### src/rtl/irq_capture.sv
// Interrupt capture front-end: synchronizes raw lines, detects edge/level events,
// latches sticky pending/overflow bits and offers the lowest-index unmasked source.
module irq_capture #(
  parameter  int unsigned NUM_SRC     = 4,
  parameter  int unsigned SYNC_STAGES = 2,
  localparam int unsigned ID_W        = $clog2(NUM_SRC)
) (
  input  logic               clk,
  input  logic               rst_n,
  input  logic [NUM_SRC-1:0] irq_raw,
  input  logic [NUM_SRC-1:0] cfg_edge,
  input  logic [NUM_SRC-1:0] cfg_mask,
  input  logic [NUM_SRC-1:0] clr_vec,
  output logic [NUM_SRC-1:0] pending,
  output logic [NUM_SRC-1:0] overflow,
  output logic               irq_out,
  output logic               claim_valid,
  input  logic               claim_ready,
  output logic [ID_W-1:0]    claim_id,
  output logic [NUM_SRC-1:0] claim_vec
);

  typedef enum logic {
    C_IDLE,
    C_OFFER
  } claim_state_e;

  claim_state_e state_q, state_d;

  logic [SYNC_STAGES-1:0][NUM_SRC-1:0] sync_q, sync_d;
  logic [NUM_SRC-1:0] hist_q, hist_d;
  logic [NUM_SRC-1:0] pending_q, pending_d;
  logic [NUM_SRC-1:0] overflow_q, overflow_d;
  logic               claim_valid_q, claim_valid_d;
  logic [ID_W-1:0]    claim_id_q, claim_id_d;
  logic [NUM_SRC-1:0] claim_vec_q, claim_vec_d;

  logic [NUM_SRC-1:0] sync_s;
  logic [NUM_SRC-1:0] ev;
  logic [NUM_SRC-1:0] acc;
  logic [NUM_SRC-1:0] clr_any;
  logic [NUM_SRC-1:0] req;
  logic [ID_W-1:0]    sel_id;

  // Synchronizer shift chain and edge history
  always_comb begin
    sync_d = {sync_q[SYNC_STAGES-2:0], irq_raw};
    sync_s = sync_q[SYNC_STAGES-1];
    hist_d = sync_s;
  end

  // Event detection and sticky pending/overflow; a new event always beats a clear
  always_comb begin
    ev         = (sync_s & ~hist_q & cfg_edge) | (sync_s & ~cfg_edge);
    acc        = {NUM_SRC{claim_valid_q & claim_ready}} & claim_vec_q;
    clr_any    = clr_vec | acc;
    pending_d  = ev | (pending_q & ~clr_any);
    overflow_d = (cfg_edge & ev & pending_q & ~clr_any) | (overflow_q & ~clr_vec);
  end

  // Lowest-index unmasked pending source
  always_comb begin
    req    = pending_q & cfg_mask;
    sel_id = '0;
    for (int i = NUM_SRC - 1; i >= 0; i--) begin
      if (req[i]) begin
        sel_id = ID_W'(i);
      end
    end
  end

  // Claim FSM: offer is frozen until accepted, then one idle cycle before the next
  always_comb begin
    state_d       = state_q;
    claim_valid_d = claim_valid_q;
    claim_id_d    = claim_id_q;
    claim_vec_d   = claim_vec_q;
    unique case (state_q)
      C_IDLE: begin
        if (|req) begin
          state_d       = C_OFFER;
          claim_valid_d = 1'b1;
          claim_id_d    = sel_id;
          claim_vec_d   = NUM_SRC'(1) << sel_id;
        end
      end
      C_OFFER: begin
        if (claim_ready) begin
          state_d       = C_IDLE;
          claim_valid_d = 1'b0;
          claim_vec_d   = '0;
        end
      end
      default: begin
        state_d       = C_IDLE;
        claim_valid_d = 1'b0;
        claim_vec_d   = '0;
      end
    endcase
  end

  always_ff @(posedge clk or negedge rst_n) begin
    if (!rst_n) begin
      state_q       <= C_IDLE;
      sync_q        <= '0;
      hist_q        <= '0;
      pending_q     <= '0;
      overflow_q    <= '0;
      claim_valid_q <= 1'b0;
      claim_id_q    <= '0;
      claim_vec_q   <= '0;
    end else begin
      state_q       <= state_d;
      sync_q        <= sync_d;
      hist_q        <= hist_d;
      pending_q     <= pending_d;
      overflow_q    <= overflow_d;
      claim_valid_q <= claim_valid_d;
      claim_id_q    <= claim_id_d;
      claim_vec_q   <= claim_vec_d;
    end
  end

  assign pending     = pending_q;
  assign overflow    = overflow_q;
  assign claim_valid = claim_valid_q;
  assign claim_id    = claim_id_q;
  assign claim_vec   = claim_vec_q;
  assign irq_out     = |(pending_q & cfg_mask);

endmodule

### config.mk
export PLATFORM = sky130hd
export DESIGN_NAME = irq_capture
export DESIGN_NICKNAME = d
export VERILOG_FILES = /design/src/rtl/irq_capture.sv
export SDC_FILE = /design/constraint.sdc
export NUM_CORES = 1
export LEC_CHECK = 0
export BUFFER_PORTS_ARGS = -buffer_cell sky130_fd_sc_hd__buf_2
export CELL_PAD_IN_SITES_DETAIL_PLACEMENT = 0
export CELL_PAD_IN_SITES_GLOBAL_PLACEMENT = 1
export CORE_MARGIN = 4
export CORE_UTILIZATION = 40
export DETAILED_ROUTE_END_ITERATION = 10
export GPL_TIMING_DRIVEN = 0
export PLACE_DENSITY = 0.8
export SYNTH_ARGS = -nofsm -noshare
export SYNTH_HDL_FRONTEND = slang
export SYNTH_SLANG_ARGS = --single-unit
### constraint.sdc
create_clock -name clk -period 2.95 [get_ports clk]
set_input_delay 0.59 -clock clk [delete_from_list [all_inputs] [get_ports clk]]
set_output_delay 0.59 -clock clk [all_outputs]
set_load 0.005 [all_outputs]
==> impl_metrics.env, run 1 <==
export IMPL_synth_top_family_by_area="compound AO/OA/AOI/OAI gates"
export IMPL_synth_adder_area_share_pct=0
export IMPL_path_clk_slew_ns=0.14
export IMPL_start_util_pct=42.7
export IMPL_hold_class="input port to asynchronous set/reset pin"
export IMPL_cts_tree="built"
export IMPL_worst_pin_slew_ns=0.598
export IMPL_ys_ff_latch=28
export IMPL_slew_violations=0
export IMPL_setup_viol=0
export IMPL_vias=803
export IMPL_synth_warnings=0
export IMPL_finalNetCount=149
export IMPL_wl_per_cell_um=13.3
export IMPL_setup_tns_final_ns=0
export IMPL_grt_usage_pct=14.2
export IMPL_total_leakage_power_nw=0.649
export IMPL_synthXorXnorAreaFrac_pct=0
export IMPL_grt_start_max_net_pins=29
export IMPL_ios=35
export IMPL_die_y_um=59.7
export IMPL_p_per_area_nw_per_um2=625
export IMPL_finClkSkew_ns=0.00361
export IMPL_grt_overflow=0
export IMPL_cts_setup_buffers=0
export IMPL_cts_sinks=28
export IMPL_worstSetupStartpoint="pending[2]"
export IMPL_cts_hold_buffers_added=0
export IMPL_synth_largest_area_cell="dfrtp_1"
export IMPL_drt_total_wl_mm=2.11
export IMPL_synth_compound_area_share_pct=17.7
export IMPL_maxCapViolations=0
export IMPL_core_um2=2500
export IMPL_ys_types=21
export IMPL_antenna_found_initial=0
export IMPL_r2r_cells=3
export IMPL_grt_setup_unrepaired="no"
export IMPL_synth_area_um2=1070
export IMPL_cts_htree_levels=1
export IMPL_place_hpwl_mm=1.62
export IMPL_drive_above_1_share_pct=31.8
export IMPL_clock_fmax_ghz=0.481
export IMPL_cts_buffers=3
export IMPL_whs_ns=0.247
export IMPL_end_kind="output port"
export IMPL_required_ns=2.36
export IMPL_drc_errors=0
export IMPL_syn_to_final_growth_pct=24.4
export IMPL_crit_type="register to output port"
export IMPL_synth_cells=91
export IMPL_r2r_start="pending[2]"
export IMPL_dieArea_um2=3560
export IMPL_clkLatencyLatePin_ns=0.32
export IMPL_clockBufferDepth=2
export IMPL_synthMuxAreaShare_pct=0
export IMPL_start_kind="register"
export IMPL_layout_commonest_cell="buf_2"
export IMPL_synth_area_top_cells="dfrtp_1 66%, nand2_1 8.1%, o32ai_1 3.3%"
export IMPL_ctsResizeCount=0
export IMPL_synth_simple_area_share_pct=14.4
export IMPL_cts_root_buffer="clkbuf_4"
export IMPL_first_pass_iters=4
export IMPL_synth_avg_cell_area_um2=11.7
export IMPL_via_per_inst=5.05
export IMPL_first_iter_violations=8
export IMPL_rrSetupSlack_ns=1.65
export IMPL_ant_nets=0
export IMPL_status="finished, final reports clean"
export IMPL_slew_headroom_pct=60.1
export IMPL_hold_viol=0
export IMPL_r2r_end="state_q"
export IMPL_rows=18
export IMPL_period_share_pct=70.5
export IMPL_path_max_fanout=6
export IMPL_ir_drop_uv=342
export IMPL_crit_arrival_ns=1.49
export IMPL_layout_common_cells="35 x buf_2, 28 x dfrtp_1, 23 x nand2_1, 5 x inv_1"
export IMPL_fin_util_pct=53.1
export IMPL_synth_top_area_share_pct=65.7
export IMPL_ys_seq_area_share_pct=65.7
export IMPL_antenna_cells=0
export IMPL_first_global_vias=851
export IMPL_grt_pass1_wl_mm=3.88
export IMPL_gp_congestion=0.752
export IMPL_die_w_um=59.7
export IMPL_fin_crit_ns=2.08
export IMPL_synth_nets=110
export IMPL_io_buffer_count=34
==> cell usage after synthesis <==
cell / instances
nor2_1: 1
o32ai_1: 4
buf_2: 1
o21a_1: 2
o22a_1: 2
a22oi_1: 3
nand2_1: 23
o31ai_1: 2
a21o_1: 1
a21oi_1: 2
dfrtp_1: 28
a21boi_1: 1
a22o_1: 1
nand3b_1: 4
and2_2: 1
nand3_1: 4
inv_1: 5
o21ai_0: 2
nor2b_1: 1
a31oi_1: 2
a2111oi_4: 1
==> report_power, final <==
group          switching (W)  leakage (nW)  total [W]  internal, W
logic              0.0000641         0.280   0.000126    0.0000623
registers          0.0000340         0.341   0.000456     0.000422
clock network       0.000110        0.0279   0.000247     0.000137
total               0.000208         0.649   0.000829     0.000622
==> critical path: stages, from the launching register on <==
cell and delay (ns):
dfrtp_1 0.49, a22oi_1 0.36, nand2_1 0.17, buf_2 0.16
==> registers in the layout (all words and copies together) (netlist names) <==
register     flops
claim_vec        4
claim_valid      1
state_q          1
claim_id         2
overflow         4
pending          4
hist_q           4
sync_d           4
hist_d           4
==> metrics by stage <==
| stage | power [W] | cells | area [um^2] | setup WS, ns |
|---|---|---|---|---|
| 5_1_grt | 0.000885 | 159 | 1330 | 0.722 |
| 3_5_place_dp | 0.000593 | 155 | 1270 | 1.01 |
| 3_3_place_gp | 0.000589 | 155 | 1270 | 1.00 |
| 4_1_cts | 0.000844 | 159 | 1330 | 0.849 |
| 6_report | 0.000829 | 159 | 1330 | 0.869 |
| 2_1_floorplan | 0.000523 | 91 | 1070 | 1.38 |
==> layer usage <==
| layer | wire [um] | share of wire [%] | up-vias | global-route usage [%] |
|---|---|---|---|---|
| li1 | - | - | 401 | - |
| met1 | 906 | 43 | 382 | 18.3 |
| met2 | 1080 | 51 | 18 | 23.1 |
| met3 | 105 | 5.0 | 2 | 2.38 |
| met4 | 14 | 0.66 | 0 | 6.33 |
| met5 | 0 | 0 | - | 0 |
==> logic make-up (layout without fill, tap and decap cells) <==
family                 after synthesis  count (layout)
flip-flops                          28              28
buffers and inverters                6              44
AO/OA/AOI/OAI                       23              23
AND/OR/NAND/NOR                     34              34
==> final cells by class <==
cell class | instances | area (um^2)
Inverter | 5 | 18.8
Buffer | 1 | 5.00
Sequential cell | 28 | 701
Clock inverter | 1 | 30.0
Timing Repair Buffer | 34 | 170
Clock buffer | 3 | 22.5
Fill cell | 238 | 1170
Multi-Input combinational cell | 57 | 343
Tap cell | 30 | 37.5
==> worst max path at each step <==
stage	cells past startpoint	endpoint
2_1_floorplan	2	irq_out
3_3_place_gp	4	irq_out
4_1_cts	3	irq_out
3_5_place_dp	4	irq_out
5_1_grt	3	irq_out
6_report	3	irq_out
Power figures use the tool's default switching activity.
==> run 2, diff against run 1 <==
- CORE_UTILIZATION: 40 -> 33
- PLACE_DENSITY: 0.8 -> 0.71
- clock period: 2.95 -> 1.7 ns (I/O delays scaled with it)
==> run 2 against run 1 <==
Total power increased by 61%. Register-to-register slack got worse by 1.2 ns. Flip-flop and latch count is the same. Highest routed layer unchanged. Worst hold slack got worse by 0.24 ns. Count of clock-buffer cells in the layout is 1 higher. Wire length down 0.28%. Critical path depth is the same. Via count stayed put.
==> impl_metrics.env, run 2 (synthesized netlist as in run 1, its figures left out) <==
export IMPL_vias=803
export IMPL_hold_viol=0
export IMPL_first_iter_violations=18
export IMPL_gp_congestion=0.679
export IMPL_slew_headroom_pct=60.0
export IMPL_status="finished, final reports clean"
export IMPL_whs_ns=0.00300
export IMPL_finalNetCount=150
export IMPL_rrSetupSlack_ns=0.46
export IMPL_cts_tree="built"
export IMPL_seq_power_share_pct=59.7
export IMPL_gr_usage_met2_pct=18.9
export IMPL_use_met3_pct=2.77
export IMPL_cts_sinks=28
export IMPL_via_per_inst=4.61
export IMPL_antenna_cells=0
export IMPL_comb_power_share_pct=16.9
export IMPL_required_ns=1.36
export IMPL_dp_slack_ns=0.253
export IMPL_dieArea_um2=4210
export IMPL_total_leakage_power_nw=0.647
export IMPL_period_share_pct=94.4
export IMPL_core_um2=3080
export IMPL_clkLatencyLatePin_ns=0.32
export IMPL_start_kind="register"
export IMPL_die_y_um=64.9
export IMPL_clock_fmax_ghz=0.623
export IMPL_switching_share_pct=26.7
export IMPL_clkPwrFrac_pct=23.4
export IMPL_first_global_vias=873
export IMPL_layout_common_cells="35 x buf_2, 27 x dfrtp_1, 23 x nand2_1, 5 x inv_1"
export IMPL_io_buffer_count=34
export IMPL_cts_htree_levels=1
export IMPL_r2r_start="pending[0]"
export IMPL_gr_max_usage_layer="met2"
export IMPL_intPower_w=0.000977
export IMPL_grt_setup_unrepaired="no"
export IMPL_grt_overflow=0
export IMPL_grt_start_max_net_pins=29
export IMPL_drive_above_1_share_pct=34.6
export IMPL_grt_usage_pct=11.4
export IMPL_wl_per_cell_um=12.1
export IMPL_antenna_found_initial=0
export IMPL_cts_hold_buffers_added=0
export IMPL_finClkSkew_ns=0.000516
export IMPL_layout_commonest_cell="buf_2"
export IMPL_setup_slack_ns=0.0950
export IMPL_grt_pass1_wl_mm=3.72
export IMPL_slew_violations=0
export IMPL_clockBufferDepth=2
export IMPL_crit_type="register to output port"
export IMPL_hold_class="input port to asynchronous set/reset pin"
export IMPL_worstSetupStartpoint="pending[2]"
export IMPL_switchingPower_w=0.000355
export IMPL_place_hpwl_mm=1.63
export IMPL_met1_usage_pct=13.9
export IMPL_start_util_pct=34.7
export IMPL_worst_pin_slew_ns=0.600
export IMPL_cts_buffers=3
export IMPL_setup_tns_final_ns=0
export IMPL_p_per_area_nw_per_um2=989
export IMPL_first_pass_iters=4
export IMPL_fin_crit_ns=1.61
export IMPL_path_clk_slew_ns=0.14
export IMPL_ant_nets=0
export IMPL_ios=35
export IMPL_path_max_fanout=6
export IMPL_setup_viol=0
export IMPL_drc_errors=0
export IMPL_drt_total_wl_mm=2.10
export IMPL_end_kind="output port"
export IMPL_cts_root_buffer="clkbuf_4"
export IMPL_syn_to_final_growth_pct=26.3
export IMPL_maxCapViolations=0
export IMPL_rows=20
export IMPL_crit_arrival_ns=1.27
export IMPL_die_w_um=64.9
export IMPL_ir_drop_uv=382
-- run 2: cell count changes in the layout (fill, tap and decap cells not counted) --
cell       previous run  this run
a22oi_2               0         2
buf_4                 0         1
bufinv_16             1         0
dfrtp_1              28        27
dfrtp_2               0         1
clkbuf_8              0         1
a22oi_1               3         1
-- run 2: timing repair --
| item | CTS | global route |
|---|---|---|
| setup endpoints to repair | 1 | 1 |
| cloned | 0 | 0 |
| endpoints found under the hold margin | 0 | 0 |
| gates resized for setup | 2 | 1 |
| setup buffers | 1 | 0 |
| pin swaps | 1 | 0 |
-- run 2: worst paths after layout --
path | to | cells past startpoint
max in group asynchronous | pending[2] | 1
min in group clk | sync_d[7] | 1
min | overflow[1] | 1
min reg2reg | hist_d[3] | 0
max reg2reg | claim_vec[3] | 3
max | irq_out | 3
-- run 2: routing by layer --
layer / vias up / share of wire [%]
met5: - / 0
met4: 0 / 2.2
met3: 6 / 7.1
met2: 25 / 46
met1: 370 / 44
li1: 402 / -
-- run 2: final cells by class --
type	count	area [um^2]
fillers	314	1730
flip-flops and latches	28	702
multi-input cells	57	353
repair buffers	35	178
well taps	44	55.1
clock buffers	4	36.3
inverters	5	18.8
plain buffers	1	5.00
-- run 2: critical path: stages, from the launching register on --
cell and delay [ns]:
dfrtp_2 0.49, a22oi_2 0.20, nand2_1 0.11, buf_2 0.15
-- run 2: through the flow --
| stage | instance area [um^2] | instances | total power, W | util, % |
|---|---|---|---|---|
| floorplan | 1070 | 91 | 0.000907 | - |
| global placement | 1290 | 169 | 0.00102 | 42.0 |
| detailed placement | 1290 | 169 | 0.00103 | 42.0 |
| CTS | 1340 | 174 | 0.00135 | 43.6 |
| global route | 1350 | 174 | 0.00142 | 43.8 |
| finish | 1350 | 174 | 0.00133 | 43.8 |
-- run 2: power groups by stage --
stage | Clock (W) | Combinational [W] | Sequential [W]
final | 0.000312 | 0.000225 | 0.000795
after global routing | 0.000355 | 0.000262 | 0.000808
after CTS | 0.000323 | 0.000230 | 0.000796
after detailed placement | 0 | 0.000224 | 0.000808
after global placement | 0 | 0.000219 | 0.000806
after floorplan | 0 | 0.000106 | 0.000801
